===== src/rtl/operand_regfile.sv =====
// operand_regfile: 2^a x n register file, one write port, two registered read ports, reg 0 hardwired to zero.
// Define REGFILE_BYPASS_EN to forward same-cycle write data onto a colliding read port.
module operand_regfile #(
  parameter int n = 5,
  parameter int a = 3
) (
  input  logic         clk,
  input  logic         rst,
  input  logic         we,
  input  logic [a-1:0] waddr,
  input  logic [n-1:0] wdata,
  input  logic         re,
  input  logic [a-1:0] raddrA,
  input  logic [a-1:0] raddrB,
  output logic [n-1:0] outA,
  output logic [n-1:0] outB
);
`ifdef REGFILE_BYPASS_EN
  localparam bit byp = 1'b1;
`else
  localparam bit byp = 1'b0;
`endif
  logic [n-1:0] mem [0:(1<<a)-1];
  logic [n-1:0] rda, rdb;
  always_comb begin
    rda = raddrA == '0 ? '0 : (byp && we && waddr == raddrA) ? wdata : mem[raddrA];
    rdb = raddrB == '0 ? '0 : (byp && we && waddr == raddrB) ? wdata : mem[raddrB];
  end
  always_ff @(posedge clk) begin
    if (rst) begin
      for (int i = 0; i < (1 << a); i++) mem[i] <= '0;
      outA <= '0;
      outB <= '0;
    end else begin
      if (we && waddr != '0) mem[waddr] <= wdata;
      if (re) begin
        outA <= rda;
        outB <= rdb;
      end
    end
  end
endmodule


===== config.mk =====
export PLATFORM = sky130hd
export DESIGN_NAME = operand_regfile
export DESIGN_NICKNAME = d
export VERILOG_FILES = /design/src/rtl/operand_regfile.sv
export SDC_FILE = /design/constraint.sdc
export NUM_CORES = 1
export LEC_CHECK = 0
export CAP_MARGIN = 20
export CORE_UTILIZATION = 62
export DETAILED_ROUTE_END_ITERATION = 10
export DONT_BUFFER_PORTS = 1
export GPL_TIMING_DRIVEN = 0
export PLACE_DENSITY_LB_ADDON = 0.1
export SKIP_CTS_REPAIR_TIMING = 1
export SYNTH_ARGS = -nofsm -noshare
export SYNTH_HDL_FRONTEND = slang
export SYNTH_SLANG_ARGS = --single-unit

===== constraint.sdc =====
create_clock -name clk -period 2.5 [get_ports clk]
set_input_delay 0.5 -clock clk [delete_from_list [all_inputs] [get_ports clk]]
set_output_delay 0.5 -clock clk [all_outputs]
set_load 0.01 [all_outputs]

==> results.txt <==
In this run the critical register-to-register path is launched from mem[4][3]$_SDFFCE_PN0P_. The worst-margin pin slew is 0.463 ns. The top-level port count is 28. In this run the tightest slew margin relative to its limit is 0.692. The peak clock frequency supported by timing is 602 MHz. The combined global-route utilization of all metal layers is 0.256. The combined buffer and inverter count along the critical path is 1.

In the finished design, the share of the clock period the worst path needs comes to 0.664. The run finished with clean final reports. Across the run, the number of max-cap violations was 0.

Counting flops with a built-in enable in the synthesized netlist gives 35. The number of global-route vias before repair is 1600. The initial DRC count is 104. The number of instances in the synthesized netlist is 196. The distinct cell type count of the synthesized netlist came out at 28.

The floorplan step set the die width to about 63 um. The path class of the tightest hold or removal check is input port to flop. Using the TritonRoute via totals, the vias-per-cell ratio works out to 6.03. The combined area of the multi-input logic cells came out at 0.00102 mm^2. During synthesis, Yosys emitted a total of 0 warnings. The proportion of synthesized area in mux cells came out at 0.157.

Before CTS, the worst setup slack after placement is 0.542 ns. The overall power came out at 1590 uW. Of the total power, the share spent switching nets is 0.225.

The area share of fa/ha/maj cells after synthesis came out at 0. The HPWL after detailed placement is about 3.7 mm. The post-detailed-route count of antenna-violating nets is 0. The total clock sinks came out at 45. At the later pin of the worst-skew pair, clock insertion delay measures ~0.28 ns. The capture point of the worst reg-to-reg path is outA[3]$_SDFFE_PP0P_. The internal power of the cells came out at approximately 1200 uW. The sum of negative setup slack is 0 ns. met2 is the most crowded layer. The cell type contributing the most total cell area after synthesis is sky130_fd_sc_hd__edfxtp_1. The max-slew violation count came out at 0.

The clock-pin slew on the worst setup and hold paths is 0.08 ns. Summed over all cells, the static leakage comes to between 0.0009 and 0.001 uW. The routed design has 4.57 mm of wire.

The first global-routing pass estimated 7.57 mm of wire. The largest buffer count on any clock path came out at 2. The switching component of the power came out at around 360 uW.

The post-detailed-route DRC marker count came out at 0. The total number of vias is 1508. On the worst path, the slowest cell contributes a delay of 0.38 ns. Input and output buffers added on the ports amount to 0. The total of endpoints with negative setup slack in the final report is 0. IR analysis of the VDD net gives a maximum drop of around 0.34 mV.

The area fraction in compound gates after synthesis came out at 0.0866. Routability-driven placement finished with a final weighted congestion of 0.827. The share of power burned in combinational logic is 0.105.

In the global route stage, met3 resource usage came out at 0.0670. The number of CTS-inserted buffers came out at 5. The fraction of the mapped netlist area in simple logic gates is 0.194. The initial antenna violation count is 0.

The xor/xnor cell area share of the yosys netlist is 0. The proportion of synthesized chip area in sequential cells came out at 0.535. In the final design database the tool counted 221 nets. The worst setup path is captured at a flop. The number of endpoints with negative hold slack in the final report is 0.

The total die area came out at ~0.004 mm^2. Setup repair after global routing left no endpoint under its margin. The depth of the most critical reg-to-reg path came out at 4.

Data on the critical path arrives at its endpoint at 1.66 ns. Of the total power, registers draw 0.561. The count of state elements after synthesis is 45. Of the cells placed in the final design, the portion with a size suffix greater than 1 is 0.157. The critical path is of the input port to flop type. The end-of-flow core utilization came out at 0.723. The die extent in y came out at 63.4 um.

The main combinational cell family by area after synthesis is simple AND/OR/NAND/NOR gates. The largest fanout on the critical path is 10. After detailed routing, the average wire length per cell comes to 18.3 um. The async set or reset register ratio after synthesis is 0. Walking the worst path, the cells encountered are clkbuf_1 > nand3b_1 > nor3_1 > or2_2. The post-route minimum period came out at 1.66 ns. After floorplanning, the core was divided into 21 placement rows. The register-to-register setup slack came out at 0.98 ns.

The number of nets in the synthesized netlist is about 210. Of the total power, the clock network draws 0.334. The required time at the endpoint of the critical path is 2.50 ns. The remaining global-route overflow is 0. For met1 alone, demand over resource in global routing was 0.321. The H-tree generated during clock tree synthesis spans 2 levels. The detailed-router iteration count before antenna repair is 4.

The fraction of synthesized cell area taken by the top area cell type is 0.449. The worst min-delay path endpoint is mem[1][4]$_SDFFCE_PN0P_. The worst setup path is launched from an input port. The pin count of the biggest net entering global routing is 15.

On the critical path the largest part of the delay comes from simple AND/OR/NAND/NOR gates. The global-route met2 utilization came out at 0.418. The worst setup slack after layout came out at 0.840 ns. The synthesized netlist occupies a cell area of 0.00234 mm^2.

Counting instances, the worst hold path has a depth of 1. The growth of design area from synthesis to finish is 7.22%. The diode insertion count for antenna repair came out at 0. Among all stages on the critical path, the largest delay is contributed by sky130_fd_sc_hd__nor3_1. The worst hold path begins at wdata[4].

The starting density of the core came out at 0.675. The worst-case clock skew came out at 0.00264 ns. TritonCTS built the clock tree.

For this run, the leading register cell type out of synthesis is sky130_fd_sc_hd__edfxtp_1. The post-synthesis average cell area came out at 11.9 um^2. The filler cell count came out at 252. The register area came out at 0.00125 mm^2. On the final layout, the worst hold slack is 0.407 ns. Ranked by total cell area, the synthesized netlist is headed by sky130_fd_sc_hd__edfxtp_1 45%, sky130_fd_sc_hd__and2_1 9.6%, sky130_fd_sc_hd__mux2i_1 9.4%.

The root buffer cell chosen for the clock tree is sky130_fd_sc_hd__clkbuf_8. The total power per unit cell area is 635 mW/mm^2. The area of the placeable core is 0.00347 mm^2.
-- routing by layer --
layer	vias up	part of all wire
met4	0	0.027
met2	70	0.48
met5	-	0
met3	10	0.062
li1	731	-
met1	697	0.43
-- synth_stat cells (3+ instances only) --
library cell	n
sky130_fd_sc_hd__o221ai_1	5
sky130_fd_sc_hd__edfxtp_1	35
sky130_fd_sc_hd__mux2i_1	22
sky130_fd_sc_hd__a221oi_1	3
sky130_fd_sc_hd__nor3_1	6
sky130_fd_sc_hd__a22o_1	4
sky130_fd_sc_hd__nand2_1	6
sky130_fd_sc_hd__o22ai_1	3
sky130_fd_sc_hd__or2_2	7
sky130_fd_sc_hd__nor2_1	14
sky130_fd_sc_hd__mux2_2	8
sky130_fd_sc_hd__dfxtp_1	10
sky130_fd_sc_hd__clkbuf_1	5
sky130_fd_sc_hd__a21oi_1	5
sky130_fd_sc_hd__nand2b_1	8
sky130_fd_sc_hd__and2_1	36
-- worst register-to-register path, delay by kind of cell, from the launching register on --
family	cells	cell delay, ns
muxes	1	0.27
AOI/OAI and AO/OA	3	0.72
DFF	1	0.41
-- area by class of cell --
class | instances | area share
flip-flops and latches | 45 | 0.499
multi-input cells | 139 | 0.407
clock buffers | 6 | 0.0289
plain buffers | 10 | 0.0234
well taps | 46 | 0.0229
clock inverters | 2 | 0.0155
inverters | 2 | 0.00299
-- power by group through the flow --
| stage | Sequential [uW] | Clock (uW) | Combinational, uW |
|---|---|---|---|
| after global placement | 906 | 0 | 159 |
| after CTS | 893 | 543 | 166 |
| final | 893 | 532 | 167 |
| after global routing | 899 | 574 | 182 |
| after detailed placement | 910 | 0 | 164 |
| after floorplan | 895 | 0 | 136 |
-- metrics by stage --
stage / cell area (um^2) / cells
6_report: 2510 / 250
5_1_grt: 2510 / 250
3_3_place_gp: 2400 / 242
2_1_floorplan: 2340 / 196
4_1_cts: 2510 / 250
3_5_place_dp: 2400 / 242
-- worst max path at each step --
stage                  start  slack (ns)  depth (start not counted)                      end
finish                   rst        0.84                          4  mem[1][3]$_SDFFCE_PN0P_
global route             rst        0.67                          4  mem[1][4]$_SDFFCE_PN0P_
CTS                      rst        0.86                          4  mem[1][4]$_SDFFCE_PN0P_
detailed placement       rst        0.54                          4  mem[1][4]$_SDFFCE_PN0P_
global placement         rst        0.66                          4  mem[1][0]$_SDFFCE_PN0P_
floorplan           waddr[0]        0.84                          3  mem[2][0]$_SDFFCE_PN0P_
-- sequential cells by signal, summed over array words and instances, names as in the netlist --
register and count:
outB 5, outA 5, mem 35
-- cells by family after synthesis --
logic type | count (synthesis)
buffers and inverters | 12
multiplexers | 33
flip-flops | 45
AND/OR/NAND/NOR | 81
AO/OA/AOI/OAI | 25
-- cell usage in the layout, fill, tap and decap left out, types with 2 or more instances in the layout --
cell                        n
sky130_fd_sc_hd__nor2b_1    2
sky130_fd_sc_hd__mux2i_1   22
sky130_fd_sc_hd__dfxtp_1   10
sky130_fd_sc_hd__a211oi_2   2
sky130_fd_sc_hd__edfxtp_1  35
sky130_fd_sc_hd__nand2b_1   8
sky130_fd_sc_hd__nor3_1     6
sky130_fd_sc_hd__and2_1    36
sky130_fd_sc_hd__a21oi_1    5
sky130_fd_sc_hd__buf_6      2
sky130_fd_sc_hd__or2_2      7
sky130_fd_sc_hd__nand2_1    6
sky130_fd_sc_hd__inv_1      2
sky130_fd_sc_hd__mux2_2     8
sky130_fd_sc_hd__a22o_1     4
sky130_fd_sc_hd__o22ai_1    3
sky130_fd_sc_hd__a221o_1    2
sky130_fd_sc_hd__nor2_1    14
sky130_fd_sc_hd__clkbuf_8   5
sky130_fd_sc_hd__o221ai_1   5
sky130_fd_sc_hd__mux4_2     2
sky130_fd_sc_hd__buf_2      2
sky130_fd_sc_hd__a221oi_1   3
sky130_fd_sc_hd__clkbuf_1   6
(Power assumes the default switching activity.)
